<file path="config.mk">
export PLATFORM = sky130hd
export DESIGN_NAME = mips_fetch_unit
export DESIGN_NICKNAME = d
export VERILOG_FILES = /design/src/rtl/mips_fetch_unit.sv
export SDC_FILE = /design/constraint.sdc
export NUM_CORES = 1
export LEC_CHECK = 0
export ABC_CLOCK_PERIOD_IN_PS = 4070
export BUFFER_PORTS_ARGS = -buffer_cell sky130_fd_sc_hd__buf_2
export CAP_MARGIN = 20
export CORE_ASPECT_RATIO = 1.25
export CORE_MARGIN = 2
export CORE_UTILIZATION = 40
export DETAILED_ROUTE_END_ITERATION = 16
export MAX_ROUTING_LAYER = met4
export PLACE_DENSITY = 0.78
export SYNTH_ARGS = -nofsm -noshare
export SYNTH_HDL_FRONTEND = slang
export SYNTH_SLANG_ARGS = --single-unit
</file>
<file path="constraint.sdc">
create_clock -name clk -period 4.07 [get_ports clk]
set_input_delay 0.814 -clock clk [delete_from_list [all_inputs] [get_ports clk]]
set_output_delay 0.814 -clock clk [all_outputs]
set_load 0.05 [all_outputs]
</file>
<file path="src/rtl/mips_fetch_unit.sv">
// MIPS fetch stage: owns the PC, a single-outstanding req/ack fetch to instruction memory,
// the held instruction register and a retired-instruction counter.
module mips_fetch_unit #(
    parameter int unsigned        ADDR_W   = 32,
    parameter logic [ADDR_W-1:0]  RESET_PC = 32'h0000_0000
) (
    input  logic              clk,
    input  logic              rst_n,
    output logic              imem_req,
    output logic [ADDR_W-1:0] imem_addr,
    input  logic              imem_ack,
    input  logic [31:0]       imem_rdata,
    output logic              instr_valid,
    output logic [31:0]       instr,
    output logic [5:0]        op,
    output logic [5:0]        Funct,
    output logic [ADDR_W-1:0] pc,
    output logic [ADDR_W-1:0] pc_plus4,
    input  logic              Branch,
    input  logic              Jump,
    input  logic              Zero,
    input  logic              instr_done,
    input  logic              stall,
    output logic [31:0]       retire_cnt
);

    typedef enum logic [0:0] {StFetch, StExec} state_e;

    localparam logic [ADDR_W-1:0] ResetPcAligned = {RESET_PC[ADDR_W-1:2], 2'b00};
    localparam logic [ADDR_W-1:0] PcStep         = ADDR_W'(4);

    state_e            state_q;
    logic [ADDR_W-1:0] pc_q;
    logic [ADDR_W-1:0] pc_d;
    logic [31:0]       instr_q;
    logic              instr_valid_q;
    logic [31:0]       retire_cnt_q;

    logic [ADDR_W-1:0] pc_inc;
    logic [ADDR_W-1:0] branch_off;
    logic [ADDR_W-1:0] jump_tgt;
    logic              retire;

    assign pc_inc = pc_q + PcStep;
    assign retire = (state_q == StExec) && instr_done && !stall;

    // Next PC; Jump outranks a taken branch. Jump keeps the upper bits of pc + 4.
    always_comb begin
        branch_off     = {{(ADDR_W - 18){instr_q[15]}}, instr_q[15:0], 2'b00};
        jump_tgt       = pc_inc;
        jump_tgt[27:0] = {instr_q[25:0], 2'b00};
        pc_d           = pc_inc;
        if (Jump) begin
            pc_d = jump_tgt;
        end else if (Branch && Zero) begin
            pc_d = pc_inc + branch_off;
        end
    end

    always_ff @(posedge clk or negedge rst_n) begin
        if (!rst_n) begin
            state_q       <= StFetch;
            pc_q          <= ResetPcAligned;
            instr_q       <= '0;
            instr_valid_q <= 1'b0;
            retire_cnt_q  <= '0;
        end else begin
            unique case (state_q)
                StFetch: begin
                    if (imem_ack) begin
                        instr_q       <= imem_rdata;
                        instr_valid_q <= 1'b1;
                        state_q       <= StExec;
                    end
                end
                StExec: begin
                    if (retire) begin
                        pc_q          <= pc_d;
                        retire_cnt_q  <= retire_cnt_q + 32'd1;
                        instr_valid_q <= 1'b0;
                        state_q       <= StFetch;
                    end
                end
                default: state_q <= StFetch;
            endcase
        end
    end

    // Request is gated by rst_n so it drops the instant reset is asserted.
    assign imem_req    = rst_n && (state_q == StFetch);
    assign imem_addr   = pc_q;
    assign pc          = pc_q;
    assign pc_plus4    = pc_inc;
    assign instr       = instr_q;
    assign instr_valid = instr_valid_q;
    assign op          = instr_q[31:26];
    assign Funct       = instr_q[5:0];
    assign retire_cnt  = retire_cnt_q;

endmodule

</file>
==> results.md <==
- Outcome: complete, no violations
- Filler instances: 1512
- Total Neg Setup Slack: 0 ps
- CTS clk-pin slew, worst paths: about 70 ps
- VDD IR-drop max: 0.529 mV
- Cell area after layout: around 0.0085 sq mm
- Global-route wire length before repair: between 30 and 40 mm
- Number of flops mapped to enable cells by yosys: 0
- DRC Markers: 0
- Min Tclk post-route: approximately 3900 ps
- Final slew viol count: 0
- Buffers added on ports: ~210
- CTS buffer count: 9
- Die H: approximately 150 microns
- Largest net degree at the start of global routing: 56
- DRT Pass-1 Iters: 5
- Synthesized area per cell: just over 9 sq um
- Slew margin rel.: 0.503
- Hold Path Class: input port to asynchronous set/reset pin
- Async set-reset flop share out of synthesis: 1.00
- Nets: between 900 and 1000
- Crit-path slowest cell: dfrtp_2
- Sequential fraction of the synthesis area: 0.359
- Critical Path Stages: 15
- Fmax: roughly 260 MHz
- Area grow syn2layout: 27.5%
- Die area: 0.0178 sq mm
- Setup crit end: imem_addr[31]
- Core Area: between 0.015 and 0.02 sq mm
- Cell Area, Synth: roughly 0.0067 sq mm
- Via count: approximately 6100
- Synth unique cells: 62
- Initial drt markers: around 360
- Largest fanout on the critical path: 5
- Crit path launch type: flip-flop
- Die width: between 100 and 150 microns
- Post-DP HPWL: around 15 mm
- Routed Antenna Nets: 0
- Synth warnings: 0
- Clock skew: between 10 and 15 ps
- # setup viols final: 0
- CP bufs+invs: 0
- Final period util: 0.953
- Vias in the first global route: around 5900
- Via density per instance: 5.39
- Setup CP Type: flip-flop to flip-flop
- Pwr/cell area: approximately 800 mW/mm^2
- CP endpoint kind: flip-flop
- Worst-path cell chain: nand4_1, or3_4, nor2_1, xor2_4, ha_1, a31oi_1, nor2b_1, a311o_1, a41o_2, a31oi_4, o31ai_2, a221o_1, xor2_1, and3_1, o31ai_2
- Placed cell areas: 0.00811 sq mm
- Pleak: about 0.0041 uW
- Crit Reg-Reg Endpoint: imem_addr[31]
- Worst-Skew Late Latency: approximately 360 ps
- Starting Density: 0.412
- Io pins: 214
- Max cap viols: 0
- ANT cells: 0
- Hold Vio Cnt, Final: 0
- Largest stage delay, worst path: 430 ps
- Row count: 52
- Most frequent CP cell: o31ai_2
- FF+latch count, synth: 96
- DR WL/cell: ~17 microns
- Drt total wl: between 15 and 20 mm
- Post-synthesis cell count: 722
- CP top delay family: compound AO/OA/AOI/OAI gates
- H-tree depth: 3
- Most common flop cell mapped by yosys: dfrtp_1
- R2R cell count: 15
- GPL Wtd Cong: around 0.97
- Tot GR Track Use: 0.227
- Layout cells sized above 1: 0.390
- R2R setup slack: 190 ps
- CP Launch Point: imem_addr[3]
- Global route total overflow: 0
- TritonCTS clock tree: built
- Clock tree buffer depth: 2
- Worst endpoint required time: roughly 4300 ps
- Worst Tran Pin Value: 746 ps
- Root buffer cell: clkbuf_16
- Worst Path Arrival: between 4000 and 5000 ps
- Initial antenna violation count: 0
- R2r startpoint: imem_addr[3]
- Clock sinks: 96
layout by cell type, fill, tap and decap left out, drive strengths merged, types with 3 or more instances in the layout:
cell type	netlist	layout
mux2i	5	5
nor2b	5	5
nand4	15	15
o21a	8	8
o31ai	12	12
xor2	31	31
o21bai	6	6
and2	8	8
o211ai	5	5
mux2	32	32
conb	1	6
inv	9	13
and3	14	14
nand3b	3	3
o22ai	7	7
a221oi	3	3
a31oi	5	5
clkinv	1	4
xnor2	50	50
o21ai	30	30
a21o	15	15
nand2	87	87
clkbuf	20	9
a21oi	33	33
dfrtp	96	96
ha	37	37
nor3	11	11
nor2	56	56
nand3	26	26
buf	48	238
a211oi	14	14
and4	6	6
state kept, by name (all words and copies together) (netlist names):
register / flops
imem_addr: 30
instr: 32
instr_valid: 1
retire_cnt: 32
state_q: 1
worst min path at each step:
stage	end	slack, ps	depth (start not counted)
final	imem_addr[29]	360	1
after global routing	imem_addr[29]	390	1
after CTS	imem_addr[29]	380	1
after detailed placement	retire_cnt[31]	460	1
after global placement	retire_cnt[31]	450	1
after floorplan	state_q	510	2
report_power, final:
part           total (uW)  leakage (uW)  switching (uW)  internal [uW]
clock network         876      0.000150             437            440
registers            1520       0.00119             346           1170
logic                4640       0.00280            3220           1420
total                7040       0.00414            4000           3030
kinds of logic (layout without fill, tap and decap cells):
kind of cell               count (synthesis)  after routing  synth area share
AOI/OAI and AO/OA                        153            153             0.156
adders and majority gates                 38             38            0.0721
xor gates and xnor gates                  81             81             0.106
DFF                                       96             96             0.359
buffers and inverters                     78            264            0.0766
other                                      1              6          0.000560
and+or+nand+nor                          238            238             0.169
muxes                                     37             37            0.0613
per-stage QoR:
step / worst slack [ps] / power [uW] / util / hold slack [ps] / instances
floorplan: -165 / 5200 / - / 506 / 727
global placement: 217 / 6050 / 0.498 / 451 / 1105
detailed placement: 167 / 6090 / 0.498 / 462 / 1105
CTS: 138 / 7000 / 0.517 / 377 / 1121
global route: -4.17 / 7450 / 0.525 / 392 / 1129
finish: 192 / 7040 / 0.525 / 363 / 1129
Yosys cell counts, types with 2 or more instances:
| cell type | number | area (sq um) |
|---|---|---|
| o22ai_1 | 7 | 43.8 |
| a31oi_1 | 4 | 25.0 |
| a221oi_1 | 3 | 26.3 |
| mux2_2 | 32 | 360 |
| a21oi_1 | 32 | 160 |
| inv_1 | 9 | 33.8 |
| xnor2_1 | 50 | 438 |
| and2_1 | 7 | 43.8 |
| o221ai_1 | 2 | 17.5 |
| and4_1 | 6 | 52.6 |
| nor2b_1 | 5 | 31.3 |
| nand3_1 | 26 | 130 |
| o21ai_0 | 29 | 145 |
| a221o_1 | 2 | 20.0 |
| a21o_1 | 14 | 105 |
| nand3b_1 | 3 | 22.5 |
| nor3_1 | 11 | 55.1 |
| dfrtp_1 | 96 | 2400 |
| o211ai_1 | 5 | 37.5 |
| xor2_1 | 31 | 272 |
| o21a_1 | 8 | 60.1 |
| or2_2 | 2 | 12.5 |
| o31ai_2 | 3 | 37.5 |
| clkbuf_8 | 4 | 55.1 |
| mux2i_1 | 5 | 50.1 |
| a211oi_1 | 14 | 105 |
| o31ai_1 | 9 | 67.6 |
| nand2_1 | 86 | 323 |
| ha_1 | 37 | 463 |
| nand4_1 | 14 | 87.6 |
| nor2_1 | 55 | 206 |
| o21bai_1 | 6 | 45.0 |
| buf_4 | 48 | 360 |
| and3_1 | 13 | 81.3 |
| a21boi_0 | 2 | 15.0 |
| clkbuf_1 | 16 | 60.1 |
layer usage:
layer,GRT usage,vias up,routed length (microns)
met5,-,-,0
met4,0.0624,0,309
met3,0.0334,31,1050
met2,0.396,221,10200
met1,0.275,2941,8180
li1,-,2895,-
cell type report:
cell class | count | area [sq um] | area share
flip-flops and latches | 96 | 2420 | 0.283
well taps | 216 | 270 | 0.0317
inverters | 10 | 37.5 | 0.00440
repair buffers | 238 | 1290 | 0.151
clock buffers | 9 | 225 | 0.0264
clock inverters | 7 | 81.3 | 0.00953
multi-input cells | 553 | 4220 | 0.494
repair_timing:
item	CTS	global route
resized for setup	0	13
endpoints found under the setup margin	0	3
setup buffers	0	7
hold buffers	0	0
Note: power is estimated with default switching activity, not from simulation.
